--- config.mk ---
export PLATFORM = sky130hd
export DESIGN_NAME = maxpool2x2_stream
export DESIGN_NICKNAME = d
export VERILOG_FILES = /design/src/rtl/maxpool2x2_stream.sv
export SDC_FILE = /design/constraint.sdc
export NUM_CORES = 1
export LEC_CHECK = 0
export ABC_AREA = 1
export BUFFER_PORTS_ARGS = -buffer_cell sky130_fd_sc_hd__buf_4
export CORE_UTILIZATION = 49
export CTS_CLUSTER_SIZE = 28
export DETAILED_ROUTE_END_ITERATION = 16
export PLACE_DENSITY_LB_ADDON = 0.05
export SYNTH_ARGS = -nofsm -noshare
export SYNTH_HDL_FRONTEND = slang
export SYNTH_SLANG_ARGS = --single-unit
--- constraint.sdc ---
create_clock -name clk_i -period 9.45 [get_ports clk_i]
set_input_delay 0.945 -clock clk_i [delete_from_list [all_inputs] [get_ports clk_i]]
set_output_delay 0.945 -clock clk_i [all_outputs]
set_load 0.005 [all_outputs]
--- src/rtl/maxpool2x2_stream.sv ---
// maxpool2x2_stream: streaming 2x2 / stride-2 signed max-pool stage.
// It accepts raster-ordered samples over a ready/valid handshake. Each
// horizontal pair is reduced to its maximum. On even rows, that pair-maximum
// is stored in a half-row buffer. On odd rows, it is combined with the
// buffered value to produce one pooled sample per 2x2 block.
//
// Ports:
//   clk_i, rst_ni     clock, synchronous active-low reset
//   start_i           single-cycle pulse: clear counters/output, begin new frame
//   in_data_i         signed input sample          (in_valid_i / in_ready_o)
//   out_data_o        signed pooled sample         (out_valid_o / out_ready_i)
//   busy_o            frame in progress
//   frame_done_o      one-cycle pulse after the last sample of a frame
//   out_last_o        (only with MAXPOOL_OUT_LAST_EN) marks the final pooled
//                     sample of a frame
//
// Optional feature macro: MAXPOOL_OUT_LAST_EN
module maxpool2x2_stream #(
  parameter int unsigned DATA_WIDTH = 32,
  parameter int unsigned IMG_WIDTH  = 26,
  parameter int unsigned IMG_HEIGHT = 26
) (
  input  logic                         clk_i,
  input  logic                         rst_ni,
  input  logic                         start_i,
  input  logic signed [DATA_WIDTH-1:0] in_data_i,
  input  logic                         in_valid_i,
  output logic                         in_ready_o,
  output logic signed [DATA_WIDTH-1:0] out_data_o,
  output logic                         out_valid_o,
  input  logic                         out_ready_i,
  output logic                         busy_o,
  output logic                         frame_done_o
`ifdef MAXPOOL_OUT_LAST_EN
  ,
  output logic                         out_last_o
`endif
);

  localparam int unsigned HALF_W = IMG_WIDTH / 2;
  localparam int unsigned COL_W  = (IMG_WIDTH > 1) ? $clog2(IMG_WIDTH) : 1;
  localparam int unsigned ROW_W  = (IMG_HEIGHT > 1) ? $clog2(IMG_HEIGHT) : 1;
  localparam int unsigned BUF_AW = (HALF_W > 1) ? $clog2(HALF_W) : 1;

  logic [COL_W-1:0]              col_q, col_d;
  logic [ROW_W-1:0]              row_q, row_d;
  logic signed [DATA_WIDTH-1:0]  pair_q, pair_d;
  logic signed [DATA_WIDTH-1:0]  rowbuf_q [HALF_W];
  logic signed [DATA_WIDTH-1:0]  rowbuf_d [HALF_W];
  logic signed [DATA_WIDTH-1:0]  out_data_q, out_data_d;
  logic                          out_valid_q, out_valid_d;
  logic                          busy_q, busy_d;
  logic                          frame_done_q, frame_done_d;
`ifdef MAXPOOL_OUT_LAST_EN
  logic                          last_q, last_d;
`endif

  logic                          beat;
  logic                          col_last, row_last;
  logic [BUF_AW-1:0]             buf_idx;
  logic signed [DATA_WIDTH-1:0]  pm, pool;

  // Input is blocked by start and by an output that is held but not consumed.
  assign in_ready_o = !start_i && !(out_valid_q && !out_ready_i);
  assign beat       = in_valid_i && in_ready_o;

  assign col_last = (col_q == COL_W'(IMG_WIDTH - 1));
  assign row_last = (row_q == ROW_W'(IMG_HEIGHT - 1));
  assign buf_idx  = BUF_AW'(col_q >> 1);

  // Pair maximum, and block maximum against the pair stored one row up.
  assign pm   = (in_data_i > pair_q) ? in_data_i : pair_q;
  assign pool = (pm > rowbuf_q[buf_idx]) ? pm : rowbuf_q[buf_idx];

  // Next-state logic: raster counters, row buffer, output register.
  always_comb begin
    col_d        = col_q;
    row_d        = row_q;
    pair_d       = pair_q;
    rowbuf_d     = rowbuf_q;
    out_data_d   = out_data_q;
    out_valid_d  = out_valid_q;
    busy_d       = busy_q;
    frame_done_d = 1'b0;
`ifdef MAXPOOL_OUT_LAST_EN
    last_d       = last_q;
`endif

    if (out_valid_q && out_ready_i) begin
      out_valid_d = 1'b0;
`ifdef MAXPOOL_OUT_LAST_EN
      last_d      = 1'b0;
`endif
    end

    if (start_i) begin
      col_d       = '0;
      row_d       = '0;
      out_data_d  = '0;
      out_valid_d = 1'b0;
      busy_d      = 1'b0;
`ifdef MAXPOOL_OUT_LAST_EN
      last_d      = 1'b0;
`endif
    end else if (beat) begin
      busy_d = 1'b1;
      if (col_last) begin
        col_d = '0;
        if (row_last) begin
          row_d        = '0;
          busy_d       = 1'b0;
          frame_done_d = 1'b1;
        end else begin
          row_d = row_q + ROW_W'(1);
        end
      end else begin
        col_d = col_q + COL_W'(1);
      end

      // An odd trailing column/row lands on the even paths and is never used.
      if (!col_q[0]) begin
        pair_d = in_data_i;
      end else if (!row_q[0]) begin
        rowbuf_d[buf_idx] = pm;
      end else begin
        out_data_d  = pool;
        out_valid_d = 1'b1;
`ifdef MAXPOOL_OUT_LAST_EN
        last_d = ((row_q >> 1) == ROW_W'(IMG_HEIGHT / 2 - 1)) &&
                 ((col_q >> 1) == COL_W'(HALF_W - 1));
`endif
      end
    end
  end

  // Control and output state.
  always_ff @(posedge clk_i) begin
    if (!rst_ni) begin
      col_q        <= '0;
      row_q        <= '0;
      pair_q       <= '0;
      out_data_q   <= '0;
      out_valid_q  <= 1'b0;
      busy_q       <= 1'b0;
      frame_done_q <= 1'b0;
`ifdef MAXPOOL_OUT_LAST_EN
      last_q       <= 1'b0;
`endif
    end else begin
      col_q        <= col_d;
      row_q        <= row_d;
      pair_q       <= pair_d;
      out_data_q   <= out_data_d;
      out_valid_q  <= out_valid_d;
      busy_q       <= busy_d;
      frame_done_q <= frame_done_d;
`ifdef MAXPOOL_OUT_LAST_EN
      last_q       <= last_d;
`endif
    end
  end

  // The row buffer needs no reset; each entry is written before it is read.
  always_ff @(posedge clk_i) begin
    rowbuf_q <= rowbuf_d;
  end

  assign out_data_o   = out_data_q;
  assign out_valid_o  = out_valid_q;
  assign busy_o       = busy_q;
  assign frame_done_o = frame_done_q;
`ifdef MAXPOOL_OUT_LAST_EN
  assign out_last_o   = last_q;
`endif

endmodule

# ---- Yosys cells after proc, flatten, opt, wreduce, memory -nomap -nowiden
# Index checks and enable logic that the tools add are counted.
dict set report op_classes {
  add_sub_neg 2
  n_reduce_logical 14
  muxes 17
  n_eq_ne 2
  bitwise 7
  n_lt_le_gt_ge 4
}
# cell n
set ops {}
lappend ops {{bitwise mux 416 bit} 1}
lappend ops {{two-way mux 32 bit} 5}
lappend ops {{binary-select mux 32 bit (select 4 bit)} 1}
lappend ops {{demux 32 bit (select 4 bit)} 1}
lappend ops {{greater-than comparator 32 bit} 2}
lappend ops {{adder 5 x 1 -> 5 bit, second input constant} 2}
lappend ops {{equality test 5 bit, second input constant} 2}
lappend ops {{two-way mux 5 bit} 2}
lappend ops {{two-way mux 1 bit} 7}
lappend ops {{NOT 1 bit} 6}
lappend ops {{AND reduction 3 bit} 2}
lappend ops {{>= comparator 5 bit, second input constant} 1}
lappend ops {{logical AND 1 bit} 5}
lappend ops {{less-than comparator 5 x 1 -> 1 bit, second input constant} 1}
lappend ops {{NOT 4 -> 5 bit} 1}
lappend ops {{AND reduction 4 bit} 1}
lappend ops {{OR reduction 4 bit} 1}
lappend ops {{logical NOT 1 bit} 3}
lappend ops {{AND reduction 2 bit} 1}
lappend ops {{OR reduction 2 bit} 1}
dict set report word_totals {
  input_bits 37
  reg_bits 493
  word_cells 66
  out_inout_bits 36
}

# ---- Depth between registers and ports, before layout
dict set report logic_depth {
  depth_word 7
  ltp_mapped 38
  mapped_depth_nobuf 36
}

# ---- Worst setup path before layout
# Ideal clock, no wire load.
dict set report synth_path {
  path_kind {in2reg}
  startpoint {input out_ready_i}
  endpoint {register rowbuf_q[100] (netlist name), enable pin}
  slack_ps 5038
  setup_time_ps 461
  required_ps 8989
  path_stages 8
  arrival_time_ps 3951
  n_path_buf 0
  path_cell_list {nor2_1 > nor2_1 > nand2_1 > nor2_1 > inv_1 > nor2_1 > inv_1 > nor3_1}
}
dict set report synth_via {
  elab_chain_cells 6
}
# element line_no
set synth_lines {}
lappend synth_lines {{from (decl)} 31} ;# input logic out_ready_i,
lappend synth_lines {{logical NOT 1 bit} 64} ;# assign in_ready_o = !start_i && !(out_valid_q && !out_ready_i);
lappend synth_lines {{logical AND 1 bit} 64}
lappend synth_lines {{logical NOT 1 bit} 64}
lappend synth_lines {{logical AND 1 bit} 64}
lappend synth_lines {{via in_ready_o} 28} ;# output logic in_ready_o,
lappend synth_lines {{logical AND 1 bit} 65} ;# assign beat = in_valid_i && in_ready_o;
lappend synth_lines {{AND reduction 4 bit (no source line)} --}
lappend synth_lines {{to (signal assigned)} 165} ;# rowbuf_q <= rowbuf_d;
lappend synth_lines {{to (decl)} 48} ;# logic signed [DATA_WIDTH-1:0] rowbuf_q [HALF_W];
# The timed path passes the listed nets, and every way through them passes these cells.
# A chain may end at the register's enable or synchronous reset.

# ---- Worst setup path in the final report
dict set report layout_path {
  startpoint {input in_data_i[31]}
  endpoint {register out_data_q[2] (netlist: out_data_o[2])}
}
dict set report layout_via {
  elab_chain_cells 4
}
# element line_no
set layout_lines {}
lappend layout_lines {{from (decl)} 26} ;# input logic signed [DATA_WIDTH-1:0] in_data_i,
lappend layout_lines {{greater-than comparator 32 bit} 72} ;# assign pm = (in_data_i > pair_q) ? in_data_i : pair_q;
lappend layout_lines {{two-way mux 32 bit} 72}
lappend layout_lines {{via pm[23]} 61} ;# logic signed [DATA_WIDTH-1:0] pm, pool;
lappend layout_lines {{greater-than comparator 32 bit} 73} ;# assign pool = (pm > rowbuf_q[buf_idx]) ? pm : rowbuf_q[buf_idx];
lappend layout_lines {{two-way mux 32 bit} 73}
lappend layout_lines {{to (signal assigned)} 153} ;# out_data_q <= out_data_d;
lappend layout_lines {{to (decl)} 50} ;# logic signed [DATA_WIDTH-1:0] out_data_q, out_data_d;
# The timed path passes the listed nets, and every way through them passes these cells.

==> impl_metrics.csv <==
group,metric,value,unit
grt,use_met2,43.80,%
routing,wl,60010,microns
yosys,synth_mux_area_share,0,%
sta,final-max-slew-violation-count,0,
final_layout,seq_area,14040,sq um
floorplanning,row_count,75,
yosys,synth_cell_types,40,
worst_setup_path,critPathLaunchType,"input pin",
clocking,clock-sinks,493,
floorplanning,initial_core_util,49.89,%
placement,gp_congestion,0.8850,
worst_setup_path,crit_arrival,6090,ps
worst_setup_path,critPathMaxFanout,33,
grt,antenna_found_initial,1,
power_and_ir_drop,combPwrFrac,8.1,%
clocking,cts_resized,0,
yosys,yosysTopAreaCell,"edfxtp_1",
yosys,synth.cell_area,21020,sq um
outcome,status,"completed",
worst_setup_path,end_kind,"flop",
clocking,h-tree-depth,2,
worst_setup_path,reg2reg_slack,3900,ps
clocking,clk_latency,600,ps
grt,grt_pass1_wl,89250,microns
grt,grt_start_max_net_pins,88,
final_layout,final_common_cell,"edfxtp_1",
sta,skew,10.10,ps
sta,timing.fmax,177.8,MHz
grt,grt-busiest-layer,"met2",
floorplanning,dieWidth,209.1,microns
yosys,synth_warnings,0,
final_layout,final_cells,2431,
clocking,cts_tree,"done",
grt,grt_remaining_overflow,0,
power_and_ir_drop,p_seq_share,49.9,%
power_and_ir_drop,worst_ir_drop_vdd,0.0001334,V
sta,period_needed,5625,ps
worst_setup_path,r2r_cells,25,
routing,drc_errors,0,
sta,setup_violations,0,
power_and_ir_drop,leakagePower,8.378,nW
floorplanning,core,42130,sq um
final_layout,final_util,56.42,%
yosys,synth_seq_cells,493,
yosys,yosys.area_share.adder,4.047,%
yosys,syn_nets,1907,
final_layout,layout-drive-gt1-share,11.63,%
worst_setup_path,critPathKind,"in2reg",
worst_setup_path,r2r_start,"pair_q[31]$_SDFFE_PN0P_",
routing,avgViaCountPerCell,6.039,
clocking,numCtsBuffers,52,
clocking,clockRootBuffer,"clkbuf_16",
power_and_ir_drop,p_sw_share,23.57,%
yosys,synth_area_per_cell,11.67,sq um
power_and_ir_drop,p_total,4.889,mW
clocking,clockBufferDepth,3,
floorplanning,die_y,209.1,microns
yosys,synth_top_area_share,59.42,%
grt,grt_pass1_vias,14019,
grt,globalRouteTotalUtil,27.68,%
routing,ant_nets,0,
grt,met1_usage,38.92,%
min_path,worstHoldStart,"busy_o$_SDFFE_PP0P_",
yosys,synth-simple-area-share,15.57,%
clocking,cts_hold_buf,0,
routing,dr.pass1.iters,8,
final_layout,fillers,3543,
placement,place_inst,2335,
routing,first_iter_violations,1352,
sta,setup_tns,0,ps
min_path,whs_endpoint,"busy_o$_SDFFE_PP0P_",
worst_setup_path,r2r-end,"out_data_o[2]$_SDFFE_PP0P_",
clocking,cts.clk_slew.worst_paths,60,ps
sta,post-route-period-util,59.53,%
yosys,synth_top_family_by_area,"simple AND/OR/NAND/NOR gates",
power_and_ir_drop,clockPowerShare,42.0,%
min_path,hold_depth,2,
grt,use_met3,5.470,%
floorplanning,pin_count,73,
final_layout,num_antenna_cells,0,
sta,hold_viol_final,0,
min_path,hold_path_class,"reg2reg",
power_and_ir_drop,p_sw,1.152,mW
routing,num_vias,14680,
placement,numPortBuffers,72,
power_and_ir_drop,power_density,205.6,nW/um^2
yosys,synth.yosys.seq_area_share,66.75,%
clocking,cts_setup_buffers,0,
placement,hpwlAfterDp,35370,microns
final_layout,multi_input_area,6242,sq um
final_layout,area_growth_syn_to_layout,13.08,%
final_layout,fin_nets,1955,
job,maxCapViolCount,0,
final_layout,layout_common_cells,"edfxtp_1, nand2_1, nand3_1",
power_and_ir_drop,p_int,3.736,mW
worst_setup_path,cp.required,9910,ps
sta,slew_headroom,24.89,%
sta,rsz0062_at_grt,"false",
sta,tightest_slew,1120,ps
yosys,synth_area_leaders,"edfxtp_1, dfxtp_1, nand3_1",
routing,post_drt_wl_per_cell,24.68,microns
yosys,post_synth_xor_area_fraction,0.08332,%
floorplanning,die_area,43740,sq um
yosys,synth_cells,1802,
yosys,synth_compound_area_share,9.541,%
-- worst max-delay path, stage by stage --
cell and delay [ps]:
buf_4 120, ha_1 330, nand2_1 80, inv_2 60, nand3_2 70, nor2_2 150
and3_2 220, nand4_2 690, nand3_4 710, nand2_1 210, nand2_1 470, ha_1 340
nand2_1 60, inv_1 30, nor2_1 90, o21a_1 130, nand2_1 70, a21oi_1 180
nand2_1 80, nand2_1 70, nand3_2 80, inv_2 520, nand3_1 170, nand2_1 90
a21oi_1 60
-- cell families (layout without fill, tap and decap cells) --
kind of cell,count (synthesis),in the layout
AND/OR/NAND/NOR,714,714
adder cells (fa/ha/maj),68,68
flip-flops,493,493
AO/OA/AOI/OAI,331,331
buffers and inverters,194,284
XOR/XNOR,2,2
-- through the flow --
stage / worst slack, ps / hold slack (ps) / cell area [sq um]
6_report: 3825 / 448.2 / 23770
5_1_grt: 3361 / 479.3 / 23770
4_1_cts: 3871 / 453.6 / 23770
3_5_place_dp: 3238 / 446.0 / 22060
3_3_place_gp: 3351 / 435.7 / 22060
2_1_floorplan: 5038 / 442.1 / 21020
-- synthesized netlist by cell type (all sizes together) --
master and count:
or2 3, nor3b 2, nand4 37, xor2 2, a21o 2, ha 68
dfxtp 77, a22oi 111, o21a 2, buf 70, a21oi 141, nand2 296
clkinv 1, nor2 50, inv 82, nand3b 1, o21ai 39, nand3 296
a31oi 34, edfxtp 416, a22o 1, nor3 27, clkbuf 41, a2111oi 1
and3 2
-- power by group through the flow --
stage	Sequential [mW]	Combinational, mW	Clock [mW]
after CTS	2.44	0.391	2.08
after global placement	2.48	0.381	0
after floorplan	2.48	0.260	0
after detailed placement	2.48	0.390	0
final	2.44	0.395	2.05
after global routing	2.44	0.437	2.16
-- per-layer routing --
layer	part of all wire, %	vias up
met2	46	572
li1	-	6766
met5	0.030	-
met3	7.9	102
met1	44	7238
met4	2.4	2
-- final cells by class --
class	instances	share of cell area, %
Sequential cell	493	59.06
Tap cell	539	2.837
Clock inverter	36	1.563
Inverter	83	1.321
Multi-Input combinational cell	1115	26.26
Timing Repair Buffer	105	3.316
Clock buffer	60	5.642
-- sequential cells by signal, indices dropped and copies added (netlist names) --
name,cells
out_data_o,32
frame_done_o,1
row_q,5
rowbuf_q,416
col_q,5
pair_q,32
out_valid_o,1
busy_o,1
-- worst max path at each step --
stage,start,end,cells after the start
after global routing,in_data_i[31],out_data_o[24]$_SDFFE_PP0P_,25
after CTS,in_data_i[31],out_data_o[16]$_SDFFE_PP0P_,25
after detailed placement,in_data_i[31],out_data_o[16]$_SDFFE_PP0P_,25
after global placement,in_data_i[31],out_data_o[21]$_SDFFE_PP0P_,22
after floorplan,out_ready_i,rowbuf_q[100]$_DFFE_PP_,8
final,in_data_i[31],out_data_o[2]$_SDFFE_PP0P_,25
Note: power is estimated with default switching activity, not from simulation.
